--- config.mk ---
export PLATFORM = sky130hd
export DESIGN_NAME = video_timing_gen
export DESIGN_NICKNAME = d
export VERILOG_FILES = /design/src/rtl/video_timing_pkg.sv /design/src/rtl/video_pipe_delay.sv /design/src/rtl/video_timing_gen.sv
export SDC_FILE = /design/constraint.sdc
export NUM_CORES = 1
export LEC_CHECK = 0
export ABC_AREA = 1
export BUFFER_PORTS_ARGS = -buffer_cell sky130_fd_sc_hd__clkbuf_2
export CAP_MARGIN = 20
export CORE_ASPECT_RATIO = 1.75
export CORE_UTILIZATION = 55
export CTS_CLUSTER_DIAMETER = 120
export DETAILED_ROUTE_END_ITERATION = 6
export HOLD_SLACK_MARGIN = 0.02
export PLACE_DENSITY = 0.8
export SETUP_SLACK_MARGIN = 0.2
export SLEW_MARGIN = 20
export SYNTH_ARGS = -nofsm -noshare
export SYNTH_HDL_FRONTEND = slang
export SYNTH_SLANG_ARGS = --single-unit
--- constraint.sdc ---
create_clock -name clk -period 5.1 [get_ports clk]
set_input_delay 0.255 -clock clk [delete_from_list [all_inputs] [get_ports clk]]
set_output_delay 0.255 -clock clk [all_outputs]
set_load 0.005 [all_outputs]
--- src/rtl/video_timing_pkg.sv ---
// Shared timing record and 800x600 reset defaults
// for the video timing generator.
package video_timing_pkg;

  localparam int TW = 16;

  typedef struct packed {
    logic [TW-1:0] hact;
    logic [TW-1:0] hfp;
    logic [TW-1:0] hs;
    logic [TW-1:0] hbp;
    logic [TW-1:0] vact;
    logic [TW-1:0] vfp;
    logic [TW-1:0] vs;
    logic [TW-1:0] vbp;
  } vtiming_t;

  localparam int VT_DEF_HACT = 800;
  localparam int VT_DEF_HFP  = 32;
  localparam int VT_DEF_HS   = 80;
  localparam int VT_DEF_HBP  = 112;
  localparam int VT_DEF_VACT = 600;
  localparam int VT_DEF_VFP  = 3;
  localparam int VT_DEF_VS   = 4;
  localparam int VT_DEF_VBP  = 17;

endpackage

--- src/rtl/video_pipe_delay.sv ---
// En-gated shift register aligning fetch-stage
// timing with the display side.
module video_pipe_delay #(
  parameter int W = 1,
  parameter int D = 2
) (
  input  logic         clk,
  input  logic         rst_n,
  input  logic         en,
  input  logic [W-1:0] d,
  output logic [W-1:0] q
);

  logic [W-1:0] sr [D];

  always_ff @(posedge clk or negedge rst_n) begin
    if (!rst_n) begin
      for (int i = 0; i < D; i++) sr[i] <= '0;
    end else if (en) begin
      sr[0] <= d;
      for (int i = 1; i < D; i++) sr[i] <= sr[i-1];
    end
  end

  assign q = sr[D-1];

endmodule

--- src/rtl/video_timing_gen.sv ---
// Raster timing generator with early fetch outputs
// and frame-boundary timing reconfiguration.
module video_timing_gen
  import video_timing_pkg::*;
#(
  parameter int   XW       = 12,
  parameter int   YW       = 12,
  parameter int   LEAD     = 2,
  parameter logic HS_POL   = 1'b1,
  parameter logic VS_POL   = 1'b1,
  parameter int   DEF_HACT = VT_DEF_HACT,
  parameter int   DEF_HFP  = VT_DEF_HFP,
  parameter int   DEF_HS   = VT_DEF_HS,
  parameter int   DEF_HBP  = VT_DEF_HBP,
  parameter int   DEF_VACT = VT_DEF_VACT,
  parameter int   DEF_VFP  = VT_DEF_VFP,
  parameter int   DEF_VS   = VT_DEF_VS,
  parameter int   DEF_VBP  = VT_DEF_VBP
) (
  input  logic          clk,
  input  logic          rst_n,
  input  logic          en,
  input  logic          cfg_valid,
  output logic          cfg_ready,
  output logic          cfg_err,
  input  logic [XW-1:0] cfg_hact,
  input  logic [XW-1:0] cfg_hfp,
  input  logic [XW-1:0] cfg_hs,
  input  logic [XW-1:0] cfg_hbp,
  input  logic [YW-1:0] cfg_vact,
  input  logic [YW-1:0] cfg_vfp,
  input  logic [YW-1:0] cfg_vs,
  input  logic [YW-1:0] cfg_vbp,
  output logic          fetch_valid,
  output logic [XW-1:0] fetch_x,
  output logic [YW-1:0] fetch_y,
  output logic          hsync,
  output logic          vsync,
  output logic          de,
  output logic [XW-1:0] x,
  output logic [YW-1:0] y,
  output logic          frame_start,
  output logic          line_start
);

  localparam int HW = XW + 1;
  localparam int VW = YW + 1;
  localparam int PW = XW + YW + 5;
  localparam logic [HW-1:0] H1 = 1;
  localparam logic [VW-1:0] V1 = 1;

  localparam vtiming_t DEF_T = '{
    hact: TW'(DEF_HACT), hfp: TW'(DEF_HFP),
    hs:   TW'(DEF_HS),   hbp: TW'(DEF_HBP),
    vact: TW'(DEF_VACT), vfp: TW'(DEF_VFP),
    vs:   TW'(DEF_VS),   vbp: TW'(DEF_VBP)
  };

  vtiming_t act, shd, cfg_t;
  logic     pending;
  logic     unused_act;

  logic [HW-1:0] hc, h_act, h_ss, h_se, h_tot;
  logic [VW-1:0] vc, v_act, v_ss, v_se, v_tot;
  logic          h_last, v_last, vis;

  assign unused_act = ^act;

  assign h_act = act.hact[HW-1:0];
  assign h_ss  = h_act + act.hfp[HW-1:0];
  assign h_se  = h_ss + act.hs[HW-1:0];
  assign h_tot = h_se + act.hbp[HW-1:0];
  assign v_act = act.vact[VW-1:0];
  assign v_ss  = v_act + act.vfp[VW-1:0];
  assign v_se  = v_ss + act.vs[VW-1:0];
  assign v_tot = v_se + act.vbp[VW-1:0];

  assign h_last = (hc == h_tot - H1);
  assign v_last = (vc == v_tot - V1);
  assign vis    = (hc < h_act) && (vc < v_act);

  always_ff @(posedge clk or negedge rst_n) begin
    if (!rst_n) begin
      hc <= '0;
      vc <= '0;
    end else if (en) begin
      if (h_last) begin
        hc <= '0;
        vc <= v_last ? '0 : vc + V1;
      end else begin
        hc <= hc + H1;
      end
    end
  end

  // Two spare bits so an overflowing total is detectable.
  logic [HW:0] c_htot;
  logic [VW:0] c_vtot;
  logic        cfg_zero, cfg_bad, xfer;

  assign c_htot = (HW+1)'(cfg_hact) + (HW+1)'(cfg_hfp)
                + (HW+1)'(cfg_hs) + (HW+1)'(cfg_hbp);
  assign c_vtot = (VW+1)'(cfg_vact) + (VW+1)'(cfg_vfp)
                + (VW+1)'(cfg_vs) + (VW+1)'(cfg_vbp);
  assign cfg_zero = (cfg_hact == '0) || (cfg_hfp == '0)
                 || (cfg_hs == '0) || (cfg_hbp == '0)
                 || (cfg_vact == '0) || (cfg_vfp == '0)
                 || (cfg_vs == '0) || (cfg_vbp == '0);
  assign cfg_bad = cfg_zero || c_htot[HW] || c_vtot[VW];
  assign xfer    = cfg_valid && !pending;
  assign cfg_ready = !pending;

  assign cfg_t = '{
    hact: TW'(cfg_hact), hfp: TW'(cfg_hfp),
    hs:   TW'(cfg_hs),   hbp: TW'(cfg_hbp),
    vact: TW'(cfg_vact), vfp: TW'(cfg_vfp),
    vs:   TW'(cfg_vs),   vbp: TW'(cfg_vbp)
  };

  always_ff @(posedge clk or negedge rst_n) begin
    if (!rst_n) begin
      act     <= DEF_T;
      shd     <= DEF_T;
      pending <= 1'b0;
      cfg_err <= 1'b0;
    end else begin
      cfg_err <= xfer && cfg_bad;
      if (xfer && !cfg_bad) begin
        shd     <= cfg_t;
        pending <= 1'b1;
      end else if (en && pending && h_last && v_last) begin
        act     <= shd;
        pending <= 1'b0;
      end
    end
  end

  logic f_hs, f_vs, f_fs, f_ls;

  always_ff @(posedge clk or negedge rst_n) begin
    if (!rst_n) begin
      fetch_valid <= 1'b0;
      fetch_x     <= '0;
      fetch_y     <= '0;
      f_hs        <= 1'b0;
      f_vs        <= 1'b0;
      f_fs        <= 1'b0;
      f_ls        <= 1'b0;
    end else if (en) begin
      fetch_valid <= vis;
      fetch_x     <= vis ? hc[XW-1:0] : '0;
      fetch_y     <= vis ? vc[YW-1:0] : '0;
      f_hs        <= (hc >= h_ss) && (hc < h_se);
      f_vs        <= (vc >= v_ss) && (vc < v_se);
      f_fs        <= vis && (hc == '0) && (vc == '0);
      f_ls        <= vis && (hc == '0);
    end
  end

  logic [PW-1:0] p_d, p_q;
  logic          p_hs, p_vs;

  assign p_d = {fetch_valid, fetch_x, fetch_y,
                f_hs, f_vs, f_fs, f_ls};

  video_pipe_delay #(
    .W (PW),
    .D (LEAD)
  ) u_delay (
    .clk   (clk),
    .rst_n (rst_n),
    .en    (en),
    .d     (p_d),
    .q     (p_q)
  );

  assign {de, x, y, p_hs, p_vs,
          frame_start, line_start} = p_q;

  assign hsync = p_hs ? HS_POL : ~HS_POL;
  assign vsync = p_vs ? VS_POL : ~VS_POL;

endmodule
Word level (Yosys, flattened, before mapping). Index checks and enable logic that the tools add are counted.

Flip-flop bits (word level): 307. Input port bits: 100. Output and inout port bits: 56.

Add/subtract/negate cells: 16. $lt $le $gt $ge: 6. Equal/unequal tests: 2. Muxes and demuxes: 8. Bitwise logic cells: 1. Reductions and logical operators: 35.

Operators with widths (count): 12-bit logical NOT (8); 12-bit by 12-bit adder with 13-bit output (4); 13-bit by 12-bit adder with 13-bit output (4); 13-bit by 12-bit adder with 14-bit output (2); 14-bit by 12-bit adder with 14-bit output (2); 13-bit by 1-bit adder with 13-bit output, second input constant (2); 13-bit equality test (2); 13-bit greater-or-equal comparator (2); 13-bit logical NOT (2); 13-bit by 12-bit less-than comparator with 1-bit output (2); 13-bit less-than comparator (2); 13-bit two-way mux (2); 13-bit by 1-bit subtractor with 13-bit output, second input constant (2); 12-bit two-way mux (2); 1-bit logical AND (11); 1-bit logical OR (9); 1-bit two-way mux (4); 2-bit AND reduction (2); 1-bit logical NOT (2); 2-bit nonzero test (1); 1-bit inverter (1).

Logic depth before layout (Yosys ltp).
Depth after elaboration: 14. Mapped depth: 36.

By module. Synthesis repeated with hierarchy kept, for this count alone.

Cell total of the unflattened synthesis: 2658. Area, all modules: 21266.6 um2.

By module, submodules not included: video_timing_gen (instances 1, cells each 2383, area an instance 18845.6 um2, sequential area each 6276.0 um2); video_pipe_delay (instances 1, cells each 275, area an instance 2421.1 um2, sequential area each 1451.4 um2).

Least setup slack after synthesis. No wires, ideal clock.

Path kind: reg-to-reg. Start: register act[96] in the netlist's numbering. End: register act[10] in the netlist's numbering. Setup time: 0.120 ns. Arrival: 4.570 ns. Slack: 0.410 ns. Cell stages (with the launch flop): 32. Path buffers: 2. Cell sequence: dfrtp_1 -> ha_1 -> inv_1 -> fa_1 -> inv_1 -> nand3_1 -> nand2_2 -> inv_1 -> o21bai_1 -> xor2_1 -> inv_1 -> ha_1 -> a21oi_1 -> o21a_1 -> nand3_1 -> nand2_1 -> nand2_1 -> a21oi_1 -> xor2_1 -> ha_1 -> inv_1 -> ha_1 -> xnor2_1 -> nand4_1 -> nand2_1 -> nand2_4 -> nor2_8 -> nand4_4 -> buf_4 -> buf_4 -> o21bai_2 -> nand2_1.

Word-level cells in the longest chain between the ends: 8.

Ends and longest elaborated chain: start, declared (RTL line video_timing_gen.sv:59) `vtiming_t act, shd, cfg_t;`; start signal, assigned (RTL line video_timing_gen.sv:122) `act <= DEF_T;`; start signal, assigned (RTL line video_timing_gen.sv:132) `act <= shd;`; 12-bit by 12-bit adder with 13-bit output (RTL line video_timing_gen.sv:70) `assign h_ss = h_act + act.hfp[HW-1:0];`; 13-bit by 12-bit adder with 13-bit output (RTL line video_timing_gen.sv:71) `assign h_se = h_ss + act.hs[HW-1:0];`; 13-bit by 12-bit adder with 13-bit output (RTL line video_timing_gen.sv:72) `assign h_tot = h_se + act.hbp[HW-1:0];`; 13-bit by 1-bit subtractor with 13-bit output (RTL line video_timing_gen.sv:78) `assign h_last = (hc == h_tot - H1);`; 13-bit equality test (RTL line video_timing_gen.sv:78); 1-bit logical AND (2 in a row) (RTL line video_timing_gen.sv:131) `end else if (en && pending && h_last && v_last) begin`; 2-bit AND reduction (no line).

No other way between the ends. A chain may end at the register's enable or synchronous reset.

Worst setup path after layout.
Start: register act[48] in the netlist's numbering. End: register act[107] in the netlist's numbering.

Word-level cells in the longest chain between the ends: 7.

Ends and longest elaborated chain: 12-bit by 12-bit adder with 13-bit output (RTL line video_timing_gen.sv:74) `assign v_ss = v_act + act.vfp[VW-1:0];`; 13-bit by 12-bit adder with 13-bit output (RTL line video_timing_gen.sv:75) `assign v_se = v_ss + act.vs[VW-1:0];`; 13-bit by 12-bit adder with 13-bit output (RTL line video_timing_gen.sv:76) `assign v_tot = v_se + act.vbp[VW-1:0];`; 13-bit by 1-bit subtractor with 13-bit output (RTL line video_timing_gen.sv:79) `assign v_last = (vc == v_tot - V1);`; 13-bit equality test (RTL line video_timing_gen.sv:79); 1-bit logical AND (RTL line video_timing_gen.sv:131); 2-bit AND reduction (no line).

No other way between the ends.

==> reports/qor.txt <==
Core Region - 38300 sq um
final setup margin - -0.0667 ns
first-pass GRT wire length - 92.7 mm
Synthesis Warnings - 0
clk root buf - clkbuf_16
commonest cells after routing, fill and taps aside - 698 x nand2_1, 323 x inv_1, 270 x dfrtp_1, 171 x ha_1, 154 x clkbuf_2
vias post-DR - 19100
initial antenna violation count - 0
Hold Fails Final Rpt - 0
synthesized cell area - 21300 sq um
grt met3 use - 2.47%
max incr delay on CP - 0.46 ns
DIE HEIGHT - 262 um
Total Die Area - 39500 sq um
GRT Resource Usage Total - 29.2%
#FFs+latches synth - 307
Max VDD drop - 497 uV
clk_lat worst skew - 0.57 ns
htree depth - 1
pre-CTS setup slack - -0.465 ns
number of fill cells - 2867
Layout area overhead - 21.8%
failing checks - DRC, setup timing
unrepaired setup endpoints after global routing - yes
PD cells - 297 nW/um^2
Final Cycle Share - 101%
Max-Cap Viols - 0
internal power - 5.01 mW
ys async rst share - 100%
vias in the first global route - 19000
Nets - 3194
sequential share of the synthesized area - 36.3%
Post-Synthesis Net Count - 2948
final core utilization - 67.8%
sequential share of power - 45.5%
FMAX - 194 MHz
worst hold-check path type - in -> reg
ys flop type - dfrtp_1
clk_skew - 0.0185 ns
CTS Buffer Depth - 3
largest net degree at the start of global routing - 128
Area contributors post-synth - dfrtp_1 32%, nand2_1 13%, ha_1 11%, inv_1 5.9%, fa_1 4.9%
Top Usage Layer GRT - met2
RePlAce Congestion - 0.919
commonest non-fill, non-tap cell in the layout - nand2_1
clk slew on worst S/H paths - 0.07 ns
status - finished with violations
cell taking the most area after synthesis - dfrtp_1
diode count - 0
Worst Tran Pin Value - 1.00 ns
M1 GR Usage - 33.5%
CP endpoint kind - flip-flop
GRT Residual Overflow - 0
dpl cells - 3161
via density per instance - 5.70
# IOs - 156
dpl hpwl - 40.9 mm
Worst EP arrival - 5.62 ns
# clock sinks - 307
FP Rows - 95
Synth top area share - 31.8%
critical path class - reg -> reg
final design instance area without fill - 25900 sq um
routing usage on met2 - 52.1%
starting density of the core - 55.6%
Slowest-stage cell, CP - dfrtp_2
Post-Route Setup TNS - -0.380 ns
CTS tree - done
Worst slew margin - 33.2%
number of remaining DRC errors - 2
post-synth cell types - 56
DRT Pass-1 Iters - 7
Min Clock Period, post-route - 5.17 ns
antenna-violating nets left - 0
Post-synth EDFFs - 0
Switch Pwr - 2.69 mW
Critical Path Source Type - flip-flop
worst hold margin - 0.0226 ns
per-cell routed wire length - 17.8 um
drt initial violations - 1460
Critical path buffers and inverters - 5
dpl cell area - 22500 sq um
Pleak - 12.9 nW
post-synthesis instance total - 2606
Logic pwr share - 25.4%
Slew Viols, Final - 0
setup violators final - 22
Sw Ratio - 35.0%
average size of a mapped cell - 8.17 sq um
IO Port Bufs - 155
CP Data Required Time - 5.55 ns
clock network fraction of total power - 29.1%
CP delay by family, top - adder cells
final std cells w/o fill - 3358
DRT Wirelength - 59.7 mm
crit path max fanout - 9
share of layout cells above drive strength 1 - 19.8%
Power Total - 7.71 mW
CTS buffer count - 27
die width - 151 um
-- per-layer routing --
metal	up-vias	wire, um
li1	8982	-
met1	9205	22200
met2	735	30800
met3	227	2740
met4	0	3960
met5	-	0
-- power groups by stage --
stage	clock, mW	combinational, mW	sequential, mW
after global placement	0	1.70	3.50
after detailed placement	0	1.79	3.51
after global routing	2.36	2.22	3.55
after CTS	2.26	1.86	3.48
final	2.24	1.96	3.50
after floorplan	0	1.30	3.32
-- worst paths after layout --
path	startpoint	endpoint	slack [ns]	cells past startpoint
min in group asynchronous	rst_n	shd[2]$_DFFE_PN0P_	0.35	2
worst max register to register	act[48]$_DFFE_PN0P_	act[107]$_DFFE_PN0P_	-0.07	29
worst max-delay path	act[48]$_DFFE_PN0P_	act[107]$_DFFE_PN0P_	-0.07	29
max in group asynchronous	rst_n	u_delay.q[15]$_DFFE_PN0P_	3.41	3
worst min-delay path	cfg_vact[10]	shd[58]$_DFFE_PN0P_	0.02	3
worst min register to register	shd[84]$_DFFE_PN1P_	shd[84]$_DFFE_PN1P_	0.47	2
-- cells in the mapped netlist, drive strengths merged, types with 22 or more instances --
cell and n:
nor4 22, nand4 121, nand3 183, dfstp 36, clkbuf 66, ha 190, xor2 55, o21ai 66
dfrtp 271, fa 52, o21bai 104, inv 343, a21oi 89, buf 70, nor2 104, nand2 728
-- flip-flops by register name, indices dropped and copies added, names as in the netlist --
signal       cells
u_delay.sr      29
fetch_y         12
cfg_err          1
fetch_valid      1
pending          1
f_vs             1
u_delay.q       29
hc              13
f_hs             1
shd             96
vc              13
fetch_x         12
act             96
f_ls             1
f_fs             1
-- tightest hold or removal path, delay by kind of cell --
| family | cells | cell delay (ns) |
|---|---|---|
| AND/OR/NAND/NOR | 2 | 0.16 |
| buffers and inverters | 1 | 0.12 |
-- what timing repair did --
| item | CTS | global route |
|---|---|---|
| resized for setup | 95 | 97 |
| pin swaps | 46 | 70 |
| setup endpoints to repair | 121 | 124 |
| endpoints found under the hold margin | 197 | 0 |
| cloned | 3 | 11 |
| hold buffers | 84 | 0 |
| buffers inserted | 36 | 12 |
-- area by class of cell --
type | instances | area [sq um] | share of cell area [%]
Inverter | 345 | 1300 | 5.00
Clock buffer | 33 | 748 | 2.88
Multi-Input combinational cell | 1818 | 12400 | 47.7
Tap cell | 485 | 607 | 2.34
Timing Repair Buffer | 353 | 2940 | 11.3
Sequential cell | 307 | 7730 | 29.8
Clock inverter | 17 | 234 | 0.902
-- cells by family after synthesis --
family	count (synthesis)	synth area share (%)
AO/OA/AOI/OAI	315	9.43
XOR/XNOR	78	3.41
adder cells (fa/ha/maj)	242	16.0
buffers and inverters	481	9.68
flip-flops	307	36.3
AND/OR/NAND/NOR	1183	25.2
Power figures use the tool's default switching activity.
